[config.mk]
export PLATFORM = sky130hd
export DESIGN_NAME = switch_debouncer
export DESIGN_NICKNAME = d
export VERILOG_FILES = /design/src/rtl/switch_debouncer.sv
export SDC_FILE = /design/constraint.sdc
export NUM_CORES = 1
export LEC_CHECK = 0
export CAP_MARGIN = 20
export CORE_ASPECT_RATIO = 1.25
export CORE_UTILIZATION = 45
export DETAILED_ROUTE_END_ITERATION = 6
export GPL_TIMING_DRIVEN = 0
export SETUP_SLACK_MARGIN = 0.4
export SLEW_MARGIN = 10
export SYNTH_ARGS = -nofsm -noshare
export SYNTH_HDL_FRONTEND = slang
export SYNTH_SLANG_ARGS = --single-unit
[constraint.sdc]
create_clock -name clk_10mhz -period 3.4 [get_ports clk_10mhz]
set_input_delay 0.34 -clock clk_10mhz [delete_from_list [all_inputs] [get_ports clk_10mhz]]
set_output_delay 0.34 -clock clk_10mhz [all_outputs]
set_load 0.005 [all_outputs]
[src/rtl/switch_debouncer.sv]
// switch_debouncer
//
// Conditions raw board switch/button levels for the logic-function and LED
// stage. Each channel is synchronised into the 10 MHz clock domain, held
// until it has been stable for DEBOUNCE_CYCLES clocks, and then published as
// a clean level together with single-cycle rise/fall pulses.
//
// Ports:
//   clk_10mhz   system clock (MMCM CLKOUT0)
//   rst         asynchronous, active-high reset
//   din         raw asynchronous switch/button levels, WIDTH bits
//   dout        debounced levels, WIDTH bits
//   rise        one-cycle pulse per channel when dout[i] goes 0->1
//   fall        one-cycle pulse per channel when dout[i] goes 1->0
//   any_change  OR of all rise/fall bits, registered with them

module switch_debouncer #(
    parameter int   WIDTH           = 5,
    parameter int   SYNC_STAGES     = 2,
    parameter int   DEBOUNCE_CYCLES = 100000,
    parameter logic RESET_LEVEL     = 1'b0
) (
    input  logic             clk_10mhz,
    input  logic             rst,
    input  logic [WIDTH-1:0] din,
    output logic [WIDTH-1:0] dout,
    output logic [WIDTH-1:0] rise,
    output logic [WIDTH-1:0] fall,
    output logic             any_change
);

    localparam int CW = $clog2(DEBOUNCE_CYCLES + 1);

    // Last count value before a new level is accepted; the accepting cycle
    // itself is the DEBOUNCE_CYCLES-th consecutive mismatching clock.
    localparam logic [CW-1:0] TERMINAL = CW'(DEBOUNCE_CYCLES - 1);

    // Reject parameter values the structure below cannot honour.
    if (SYNC_STAGES < 2 || SYNC_STAGES > 4) begin : g_bad_sync
        $error("switch_debouncer: SYNC_STAGES must be in 2..4");
    end
    if (DEBOUNCE_CYCLES < 1 || DEBOUNCE_CYCLES > (1 << 24)) begin : g_bad_cycles
        $error("switch_debouncer: DEBOUNCE_CYCLES must be in 1..2^24");
    end

    (* ASYNC_REG = "TRUE" *) logic [WIDTH-1:0] sync_q [SYNC_STAGES];

    logic [WIDTH-1:0] s_sync;
    logic [CW-1:0]    count_q [WIDTH];
    logic [CW-1:0]    count_d [WIDTH];
    logic [WIDTH-1:0] dout_d;
    logic [WIDTH-1:0] rise_d;
    logic [WIDTH-1:0] fall_d;

    assign s_sync = sync_q[SYNC_STAGES-1];

    // Plain shift chain with nothing between stages so that only the first
    // stage can ever go metastable.
    always_ff @(posedge clk_10mhz or posedge rst) begin
        if (rst) begin
            for (int k = 0; k < SYNC_STAGES; k++) begin
                sync_q[k] <= {WIDTH{RESET_LEVEL}};
            end
        end else begin
            sync_q[0] <= din;
            for (int k = 1; k < SYNC_STAGES; k++) begin
                sync_q[k] <= sync_q[k-1];
            end
        end
    end

    // Per-channel stability counter. Any cycle where the synchronised input
    // agrees with the published level restarts the count, so only an
    // unbroken run of DEBOUNCE_CYCLES disagreeing cycles changes dout. The
    // count is reset on acceptance, so it can never pass TERMINAL.
    always_comb begin
        dout_d = dout;
        rise_d = '0;
        fall_d = '0;
        for (int i = 0; i < WIDTH; i++) begin
            count_d[i] = count_q[i];
            if (s_sync[i] == dout[i]) begin
                count_d[i] = '0;
            end else if (count_q[i] == TERMINAL) begin
                count_d[i] = '0;
                dout_d[i]  = s_sync[i];
                rise_d[i]  = s_sync[i];
                fall_d[i]  = ~s_sync[i];
            end else begin
                count_d[i] = count_q[i] + CW'(1);
            end
        end
    end

    // Level, pulses and counters all register together; pulses default low
    // so each lasts exactly one clock.
    always_ff @(posedge clk_10mhz or posedge rst) begin
        if (rst) begin
            dout       <= {WIDTH{RESET_LEVEL}};
            rise       <= '0;
            fall       <= '0;
            any_change <= 1'b0;
            for (int i = 0; i < WIDTH; i++) begin
                count_q[i] <= '0;
            end
        end else begin
            dout       <= dout_d;
            rise       <= rise_d;
            fall       <= fall_d;
            any_change <= |(rise_d | fall_d);
            for (int i = 0; i < WIDTH; i++) begin
                count_q[i] <= count_d[i];
            end
        end
    end

endmodule

Word-level counts from Yosys, hierarchy flattened
Cells that the tools add are included.
{"block": "totals", "in_bits": 7, "output_inout_bits": 16, "ff_bits": 111}
{"block": "classes", "n_reduce_logical": 6, "n_mux": 30, "add_sub_neg": 5, "bitwise": 11, "eq_ne": 10}
{"op": "two-way mux 17 bit", "count": 10}
{"op": "adder 17 x 1 -> 17 bit (second input constant)", "count": 5}
{"op": "equality test 17 bit (second input constant)", "count": 5}
{"op": "two-way mux 1 bit", "count": 20}
{"op": "NOT 1 bit", "count": 10}
{"op": "AND reduction 2 bit", "count": 5}
{"op": "equality test 1 bit", "count": 5}
{"op": "bitwise OR 5 bit", "count": 1}
{"op": "OR reduction 5 bit", "count": 1}

Longest topological paths before layout
Gate-level depths: netlist of run 1.
{"block": "logic_depth", "depth_word": 5, "ltp_mapped": 7, "mapped_depth_nobuf": 5}

Worst setup path before layout of run 1
OpenSTA, ideal clock, no wires.
{"block": "synth_timing", "kind": "register to register", "from": "register count_q[51] in the netlist's numbering", "to": "register dout[1]", "setup_slack_ns": 1.615, "required_time_ns": 3.275, "period_less_slack_ns": 1.785, "path_stages_with_launch": 7, "path_buffers": 1, "setup_time_ns": 0.125, "arrival_ns": 1.661, "cell_sequence": "dfrtp_1 -> ha_1 -> and4_1 -> buf_2 -> nand2_1 -> or3_1 -> mux2_2"}
{"block": "synth_between", "elab_chain_len": 2}
{"item": "from (decl)", "line_no": "49", "source": "logic [CW-1:0] count_q [WIDTH];"}
{"item": "from (signal, indexed assignment)", "line_no": "112", "source": "count_q[i] <= count_d[i];"}
{"item": "equality test 17 bit", "line_no": "84", "source": "end else if (count_q[i] == TERMINAL) begin"}
{"item": "AND reduction 2 bit (no source line)"}
{"item": "to (signal assigned)", "line_no": "99", "source": "dout <= {WIDTH{RESET_LEVEL}};"}
{"item": "to (signal assigned)", "line_no": "107", "source": "dout <= dout_d;"}
{"item": "to (decl)", "line_no": "26", "source": "output logic [WIDTH-1:0] dout,"}
Every way passes these cells.
A chain may end at the register's enable or synchronous reset.

==> results of run 1 <==
-- metrics by stage --
step	power, mW	worst slack [ns]	area, µm²	hold WS, ns	utilization
detailed placement	1.48	1.21	5550	0.335	0.503
global placement	1.47	0.621	5480	0.331	0.497
global route	2.70	1.02	5880	0.361	0.533
floorplan	1.44	1.61	5090	0.331	-
finish	2.58	1.22	5880	0.349	0.533
CTS	2.63	1.19	5880	0.351	0.533
-- sequential cells by signal, indices dropped and copies added (netlist names) --
register and count:
count_q 85, dout 5, fall 5, rise 5, s_sync 5, sync_q 5
any_change 1
-- logic make-up after synthesis --
logic type / after synthesis / synth area share
compound gates: 23 / 0.0275
xor+xnor: 72 / 0.124
fa+ha+maj: 5 / 0.0123
buf+inv: 15 / 0.0138
flops: 111 / 0.546
mux: 5 / 0.0118
simple gates: 243 / 0.265
-- synth_stat cells (all sizes together) --
master	number	area, µm²
o22a	1	8.76
o2111ai	1	8.76
inv	4	15.0
xor2	38	333
o21ai	7	35.0
and2	1	6.26
nand4	25	156
mux2	5	60.1
nor3	11	55.1
and4bb	1	12.5
and4	15	133
and3	8	51.3
or4	2	18.8
nor4bb	5	50.1
or4b	1	10.0
nand2	26	105
dfrtp	111	2780
o41ai	2	17.5
clkbuf	5	18.8
nand3	32	160
buf	6	36.3
nor3b	10	75.1
a21oi	10	50.1
xnor2	34	298
o31ai	2	20.0
nand4bb	2	27.5
or3b	2	17.5
nor4	5	31.3
ha	5	62.6
nor2	75	282
or3	13	82.6
nand2b	1	6.26
nor4b	8	70.1
-- worst max-delay path: cells and delay by family, from the launching register on --
| family | cells | cell delay [ns] |
|---|---|---|
| flip-flops | 1 | 0.40 |
| buffers and inverters | 2 | 0.53 |
| adder cells (fa/ha/maj) | 1 | 0.23 |
| AND/OR/NAND/NOR | 4 | 0.91 |
-- where the power goes --
part / internal, mW / switching (mW) / total [mW]
logic: 0.0350 / 0.0593 / 0.0942
registers: 1.34 / 0.0205 / 1.36
clock network: 0.686 / 0.443 / 1.13
total: 2.06 / 0.523 / 2.58
-- worst paths after layout --
path	endpoint	slack [ns]
setup / recovery	count_q[75]	1.22
hold reg to reg	s_sync[1]	0.35
setup reg to reg	count_q[75]	1.22
min in group asynchronous	count_q[7]	0.47
max in group asynchronous	count_q[48]	1.95
hold / removal	s_sync[1]	0.35
-- area by class of cell --
cell class | instances | share of cell area
Clock inverter | 3 | 0.0111
Sequential cell | 111 | 0.473
Clock buffer | 13 | 0.0443
Buffer | 11 | 0.00937
Multi-Input combinational cell | 348 | 0.382
Inverter | 4 | 0.00319
Tap cell | 135 | 0.0287
Timing Repair Buffer | 25 | 0.0490
-- per-layer routing --
metal / global-route usage / wire (µm) / up-vias
li1: - / - / 1751
met4: 0.0681 / 163 / 0
met2: 0.301 / 4630 / 42
met5: 0 / 0 / -
met1: 0.220 / 4310 / 1727
met3: 0.0369 / 266 / 13
==> impl_results.md, run 1 <==
* Status: finished clean
* Max incr delay on CP at 0.40 ns
* Fin crit period at 2.18 ns
* Dpl cells at 634
* CORE AREA at 11,000 µm²
* Commonest non-fill, non-tap cells in the layout: dfrtp_1 (111), nor2_1 (75), xor2_1 (38), xnor2_1 (34), nand3_1 (32)
* Worst Clk Skew at 0.00748 ns
* Clk sink count at 111
* Slew margin rel. at 0.501
* Max FO, Critical Path at 10
* Via count at 3,533
* CTS tree: yes
* # DRC at 0
* Synth cell types at 42
* Worst r2r src: count_q[68]
* Reg2reg path depth at 7
* Mapped Nets at 486
* Post-CTS Setup Bufs at 0
* Initial antenna violation count at 0
* Mean post-synth cell area at 10.7 µm²
* HP Class: flip-flop to flip-flop
* Worst Setup SP: count_q[68]
* Initial DRC count at 149
* Post-Syn Instances at 474
* Maximum VDD drop at 0.185 mV
* Kind of critical path: flip-flop to flip-flop
* Post-synthesis register bit count at 111
* Vias/cell at 5.44
* Critical Path End Type: flip-flop
* Gr ovfl total at 0
* Multi-input gate area at 2240 µm²
* First-pass DRT Iterations at 4
* Setup-failing EPs final at 0
* FILL cells at 982
* PwrDens at 440 nW/µm²
* FF/Latch Area at 2780 µm²
* Maxcap violations at 0
* WP data required at 3.62 ns
* RePlAce Congestion at 0.804
* Horiz. Die Dim at 97.1 µm
* Post-Syn Area at 5090 µm²
* Cell row count at 43
* Worst endpoint data arrival time at 2.41 ns
* Vias in the first global route at 3,688
* Worst path cell trace: ha_1 > and4_1 > clkbuf_1 > nand4_1 > nand2_1 > buf_2 > nor2_1
* DR WL/cell at 14.4 µm
* Leak Pwr at 2.42 nW
* Clock slew at reported path FFs at 0.07 ns
* Final Hold Viols at 0
* Global-route usage over all layers at 0.176
* CTS Buf Count at 9
* Least-Margin Pin Slew at 0.748 ns
* DIE AREA at 11,700 µm²
* Max-slew violation count at 0
* Clk_lat worst skew at 0.34 ns
* Ports at 23
* Final period utilization at 0.643
* Die H at 121 µm
* Startpoint Class: flip-flop
* Share of layout cells above drive strength 1 at 0.0757
* Total negative slack at 0 ns
* Unrepaired setup endpoints after global routing: no
* Sequential share of the synthesized area at 0.546
* Inserted Diodes at 0
* Hold path cells at 0
* Area growth syn-to-layout at 15.4%
* H-tree depth at 3
* Largest net degree at the start of global routing at 34
* Final non-filler cell total at 650
* Initial Utilization at 0.462
* Hold Startpoint: sync_q[6]
* Port bufs at 22
* Routed wire length at 9380 µm
* First-pass GRT wire length at 16,800 µm
* Upper clock frequency limit at 458 MHz
* Clock Root Buffer: clkbuf_16
* Most common cell after layout, fill and taps aside: dfrtp_1
* DRT antenna net count at 0
* CTS Buffer Depth at 2
* Post_cts resized at 0
* Nets at 522
* Post-DP HPWL at 6600 µm
* Max stage delay cell, worst path: dfrtp_1
* CTS Hold Buffers Added at 0
* Synthesis Warnings at 0
Power figures use the tool's default switching activity.
==> run 2, diff against run 1 <==
==> constraint.sdc (replaced) <==
create_clock -name clk_10mhz -period 2.04 [get_ports clk_10mhz]
set_input_delay 0.204 -clock clk_10mhz [delete_from_list [all_inputs] [get_ports clk_10mhz]]
set_output_delay 0.204 -clock clk_10mhz [all_outputs]
set_load 0.005 [all_outputs]
==> run 2 against run 1 <==
  * Critical path depth shrank 4
  * Sequential cell count unchanged
  * Cell count up 8.0%
  * Non-clock buffer count increased by 53
  * Via count increased by 7.8%
  * Routed wire length grew 14%
  * Core utilization rose by 6.2 points
  * Setup slack got worse by 0.97 ns
  * Global-route usage increased by 0.61 points
==> impl_results.md, run 2 (same netlist as run 1, synthesis figures left out) <==
* Largest register by flop count: count_q
* H-tree depth at 3
* Area growth syn-to-layout at 28.8%
* Reg2reg path depth at 3
* Most common cell after layout, fill and taps aside: dfrtp_1
* Maximum VDD drop at 0.438 mV
* Cell row count at 43
* Largest register FFs at 85
* DRT antenna net count at 0
* Maxcap violations at 0
* Routing usage on met2 at 0.302
* Kind of critical path: flip-flop to flip-flop
* Final worst slack at 0.241 ns
* Largest net degree at the start of global routing at 37
* Unrepaired setup endpoints after global routing: yes
* CTS tree: yes
* Initial Utilization at 0.462
* Max-slew violation count at 0
* Upper clock frequency limit at 556 MHz
* # DRC at 0
* DR WL/cell at 15.2 µm
* Initial antenna violation count at 0
* Nets at 575
* Startpoint Class: flip-flop
* M1 GR Usage at 0.242
* First-pass GRT wire length at 17,300 µm
* Clock slew at reported path FFs at 0.07 ns
* Vias/cell at 5.42
* Vias in the first global route at 3,707
* GRT met3 Usage at 0.0334
* Max FO, Critical Path at 3
* Reg-to-reg setup timing slack at 0.24 ns
* Least-Margin Pin Slew at 0.483 ns
* Worst Clk Skew at 0.00578 ns
* Initial DRC count at 187
* PwrDens at 652 nW/µm²
* Slew margin rel. at 0.677
* Inserted Diodes at 0
* CTS Buf Count at 9
* Routed wire length at 10,700 µm
* Post-DP HPWL at 6520 µm
* Final Hold Viols at 0
* Final period utilization at 0.882
* CTS Buffer Depth at 2
* FF-to-FF End: dout[2]
* RePlAce Congestion at 0.768
* DIE AREA at 11,700 µm²
* Gr ovfl total at 0
* Total power at 4.28 mW
* Fin crit period at 1.80 ns
* Critical Path End Type: flip-flop
* Global-route usage over all layers at 0.182
* HP Class: input pin to async pin
* Worst endpoint data arrival time at 2.02 ns
* Horiz. Die Dim at 97.1 µm
* Via count at 3,807
* Status: finished clean
* WP data required at 2.26 ns
* Ports at 23
* Setup-failing EPs final at 0
* First-pass DRT Iterations at 4
* Port bufs at 22
* Gr busiest metal: met2
* Clk sink count at 111
* Die H at 121 µm
* Worst r2r src: count_q[46]
* Share of layout cells above drive strength 1 at 0.266
* CTS Hold Buffers Added at 0
* Setup WS pre-CTS at 0.0268 ns
* Layout Utilization at 0.594
* CORE AREA at 11,000 µm²
* Commonest non-fill, non-tap cells in the layout: dfrtp_1 (98), nor2_1 (69), buf_4 (47), xor2_1 (38), xnor2_1 (34)
* Clock Root Buffer: clkbuf_16
* Leak Pwr at 2.71 nW
* Clk_lat worst skew at 0.34 ns
[run 2: cell types whose count changed in the layout (fill, tap and decap cells not counted), moves of 13 or more]
| cell | before | now |
|---|---|---|
| dfrtp_2 | 0 | 13 |
| buf_6 | 1 | 16 |
| buf_4 | 0 | 47 |
| dfrtp_1 | 111 | 98 |
[run 2: through the flow]
stage | TNS [ns] | cell area (µm²) | hold slack, ns | std cells
floorplan | 0 | 5130 | 0.235 | 474
global placement | -66.36 | 5520 | 0.336 | 631
detailed placement | 0 | 5580 | 0.336 | 634
CTS | 0 | 6210 | 0.259 | 679
global route | 0 | 6560 | 0.271 | 702
finish | 0 | 6560 | 0.248 | 702
[run 2: worst max-delay path: stages, from the launching register on]
cell and delay (ns):
dfrtp_1 0.38, or4b_1 0.51, or4_4 0.47, mux2_4 0.32
[run 2: per-layer routing]
layer | up-vias | part of all wire
li1 | 1866 | -
met1 | 1887 | 0.46
met2 | 44 | 0.50
met3 | 10 | 0.025
met4 | 0 | 0.015
met5 | - | 0
[run 2: final cells by class]
class,instances,area (µm²)
inverter,4,18.8
multi-input combinational,348,2460
tap,135,169
timing repair buffer,78,712
sequential,111,2790
clock buffer,12,256
clock inverter,3,42.5
fill,912,4470
buffer,11,106
[run 2: report_power, final]
part	internal [mW]	switching (mW)
Sequential	2.23	0.0347
Clock	1.01	0.756
Combinational	0.111	0.128
[run 2: how the worst max path moves through the flow]
stage	from	to	cells past startpoint	slack, ns
after global placement	rst	count_q[44]	2	-0.60
after global routing	count_q[46]	count_q[46]	5	0.20
after detailed placement	count_q[68]	count_q[77]	7	0.03
after floorplan	count_q[46]	dout[2]	3	0.27
final	count_q[46]	dout[2]	3	0.24
after CTS	count_q[46]	dout[2]	3	0.24
[run 2: timing repair]
item                                    CTS  global route
gates cloned                              1             2
buffers inserted                         29            21
pin swaps                                17            15
gates resized for setup                  34            57
endpoints found under the setup margin   89            72
==> run 3, diff against run 2 <==
--- a/config.mk
+++ b/config.mk
@@ -10,8 +10,10 @@
 export CORE_UTILIZATION = 45
 export DETAILED_ROUTE_END_ITERATION = 6
 export GPL_TIMING_DRIVEN = 0
+export PLACE_DENSITY = 0.66
 export SETUP_SLACK_MARGIN = 0.4
 export SLEW_MARGIN = 10
 export SYNTH_ARGS = -nofsm -noshare
 export SYNTH_HDL_FRONTEND = slang
 export SYNTH_SLANG_ARGS = --single-unit
+export TNS_END_PERCENT = 10
==> run 3 against run 2 <==
  * Maximum frequency shrank 2.0%
  * Sequential power is essentially flat
  * First-iteration DRC count shrank 19%
  * Combinational power shrank 16%
  * Critical path type unchanged
==> impl_results.md, run 3 (same netlist as run 1, synthesis figures left out) <==
* Setup WS pre-CTS at -0.0879 ns
* Sw Pwr at 0.923 mW
* Worst Clk Skew at 0.00634 ns
* Upper clock frequency limit at 545 MHz
* Final Hold Viols at 0
* Area growth syn-to-layout at 22.0%
* Routed wire length at 10,100 µm
* CTS Buf Count at 9
* Largest register FFs at 85
* CTS Buffer Depth at 2
* Max FO, Critical Path at 7
* Net Sw Frac at 0.214
* Maxcap violations at 0
* Port bufs at 22
* Commonest non-fill, non-tap cells in the layout: dfrtp_1 (109), nor2_1 (73), xor2_1 (38), xnor2_1 (34), nand3_1 (31)
* Horiz. Die Dim at 97.1 µm
* RePlAce Congestion at 0.799
* Initial antenna violation count at 0
* Largest net degree at the start of global routing at 31
* Max incr delay on CP at 0.52 ns
* Post-DP HPWL at 6510 µm
* H-tree depth at 3
* Largest register by flop count: count_q
* Buf+Inv Stages, Crit Path at 0
* Largest delay share family, worst path: simple AND/OR/NAND/NOR gates
* Maximum VDD drop at 0.372 mV
* Final period utilization at 0.900
* Critical Path End Type: flip-flop
* Global-route usage over all layers at 0.184
* PwrDens at 695 nW/µm²
* Final worst slack at 0.204 ns
* WP data required at 2.31 ns
* CORE AREA at 11,000 µm²
* Setup-failing EPs final at 0
* Initial Utilization at 0.462
* Gate power share at 0.046
* CTS tree: yes
* First-pass GRT wire length at 17,300 µm
* DIE AREA at 11,700 µm²
* Fin crit period at 1.84 ns
* Most common cell after layout, fill and taps aside: dfrtp_1
* Reg power frac at 0.526
* Via count at 3,755
* Worst path cell trace: nand4_1 > or3_2 > or3_1 > a21oi_1
* Vias in the first global route at 3,798
* Max-slew violation count at 0
* Gr ovfl total at 0
* Clock Root Buffer: clkbuf_16
* Max stage delay cell, worst path: or3_2
* Kind of critical path: flip-flop to flip-flop
* # DRC at 0
* Least-Margin Pin Slew at 0.653 ns
* Worst endpoint data arrival time at 2.11 ns
* Die H at 121 µm
* FILL cells at 937
* Clk sink count at 111
* Slew margin rel. at 0.564
* Ports at 23
* Int Pwr at 3.39 mW
* Leak Pwr at 2.56 nW
* Total power at 4.32 mW
* Dpl cells at 634
* Clk pwr share at 0.428
* Nets at 548
* Vias/cell at 5.55
* First-pass DRT Iterations at 4
* Initial DRC count at 151
* Final non-filler cell total at 676
* DR WL/cell at 15.0 µm
* Unrepaired setup endpoints after global routing: yes
* DRT antenna net count at 0
* HP Class: input pin to async pin
* Status: finished clean
* Clock slew at reported path FFs at 0.07 ns
* Share of layout cells above drive strength 1 at 0.170
* Inserted Diodes at 0
* Cell row count at 43
* Clk_lat worst skew at 0.35 ns
* Startpoint Class: flip-flop
[run 3: final timing paths]
path | depth (start not counted) | end | start | slack (ns)
min in group clk_10mhz | 1 | sync_q[7] | din[2] | 0.29
hold reg to reg | 0 | s_sync[4] | sync_q[9] | 0.35
setup reg to reg | 4 | count_q[32] | count_q[22] | 0.20
hold / removal | 2 | count_q[80] | rst | 0.29
setup / recovery | 4 | count_q[32] | count_q[22] | 0.20
max in group asynchronous | 5 | count_q[53] | rst | 0.77
[run 3: metal layers]
metal | up-vias | part of all wire | track usage
met3 | 17 | 0.034 | 0.0374
met1 | 1879 | 0.44 | 0.224
met4 | 0 | 0.021 | 0.0877
met5 | - | 0 | 0
li1 | 1802 | - | -
met2 | 57 | 0.51 | 0.313
[run 3: final cells by class]
cell class | count | area, µm² | area share
Inverter | 4 | 18.8 | 0.00302
Tap cell | 135 | 169 | 0.0272
Timing Repair Buffer | 51 | 485 | 0.0781
Sequential cell | 111 | 2780 | 0.448
Buffer | 11 | 103 | 0.0165
Clock inverter | 6 | 85.1 | 0.0137
Clock buffer | 10 | 229 | 0.0369
Multi-Input combinational cell | 348 | 2340 | 0.377
[run 3: per-stage QoR]
step	hold slack, ns	util	TNS [ns]	area [µm²]
floorplan	0.235	-	0	5090
global placement	0.332	0.497	-62.26	5480
detailed placement	0.335	0.503	-1.52	5550
CTS	0.278	0.546	0	6020
global route	0.286	0.563	0	6210
finish	0.285	0.563	0	6210
[run 3: power groups by stage]
stage / logic, mW / registers, mW / clock network (mW)
2_1_floorplan: 0.103 / 2.30 / 0
3_3_place_gp: 0.143 / 2.31 / 0
3_5_place_dp: 0.162 / 2.31 / 0
4_1_cts: 0.179 / 2.27 / 1.89
5_1_grt: 0.229 / 2.27 / 1.99
6_report: 0.200 / 2.27 / 1.85
[run 3: repair_timing]
item                                    in CTS  in global routing
setup buffers                               11                 12
endpoints found under the setup margin      92                 88
gates resized for setup                     20                 30
gates cloned                                 1                  2
pin swaps                                    5                  6
hold buffers                                 0                  0
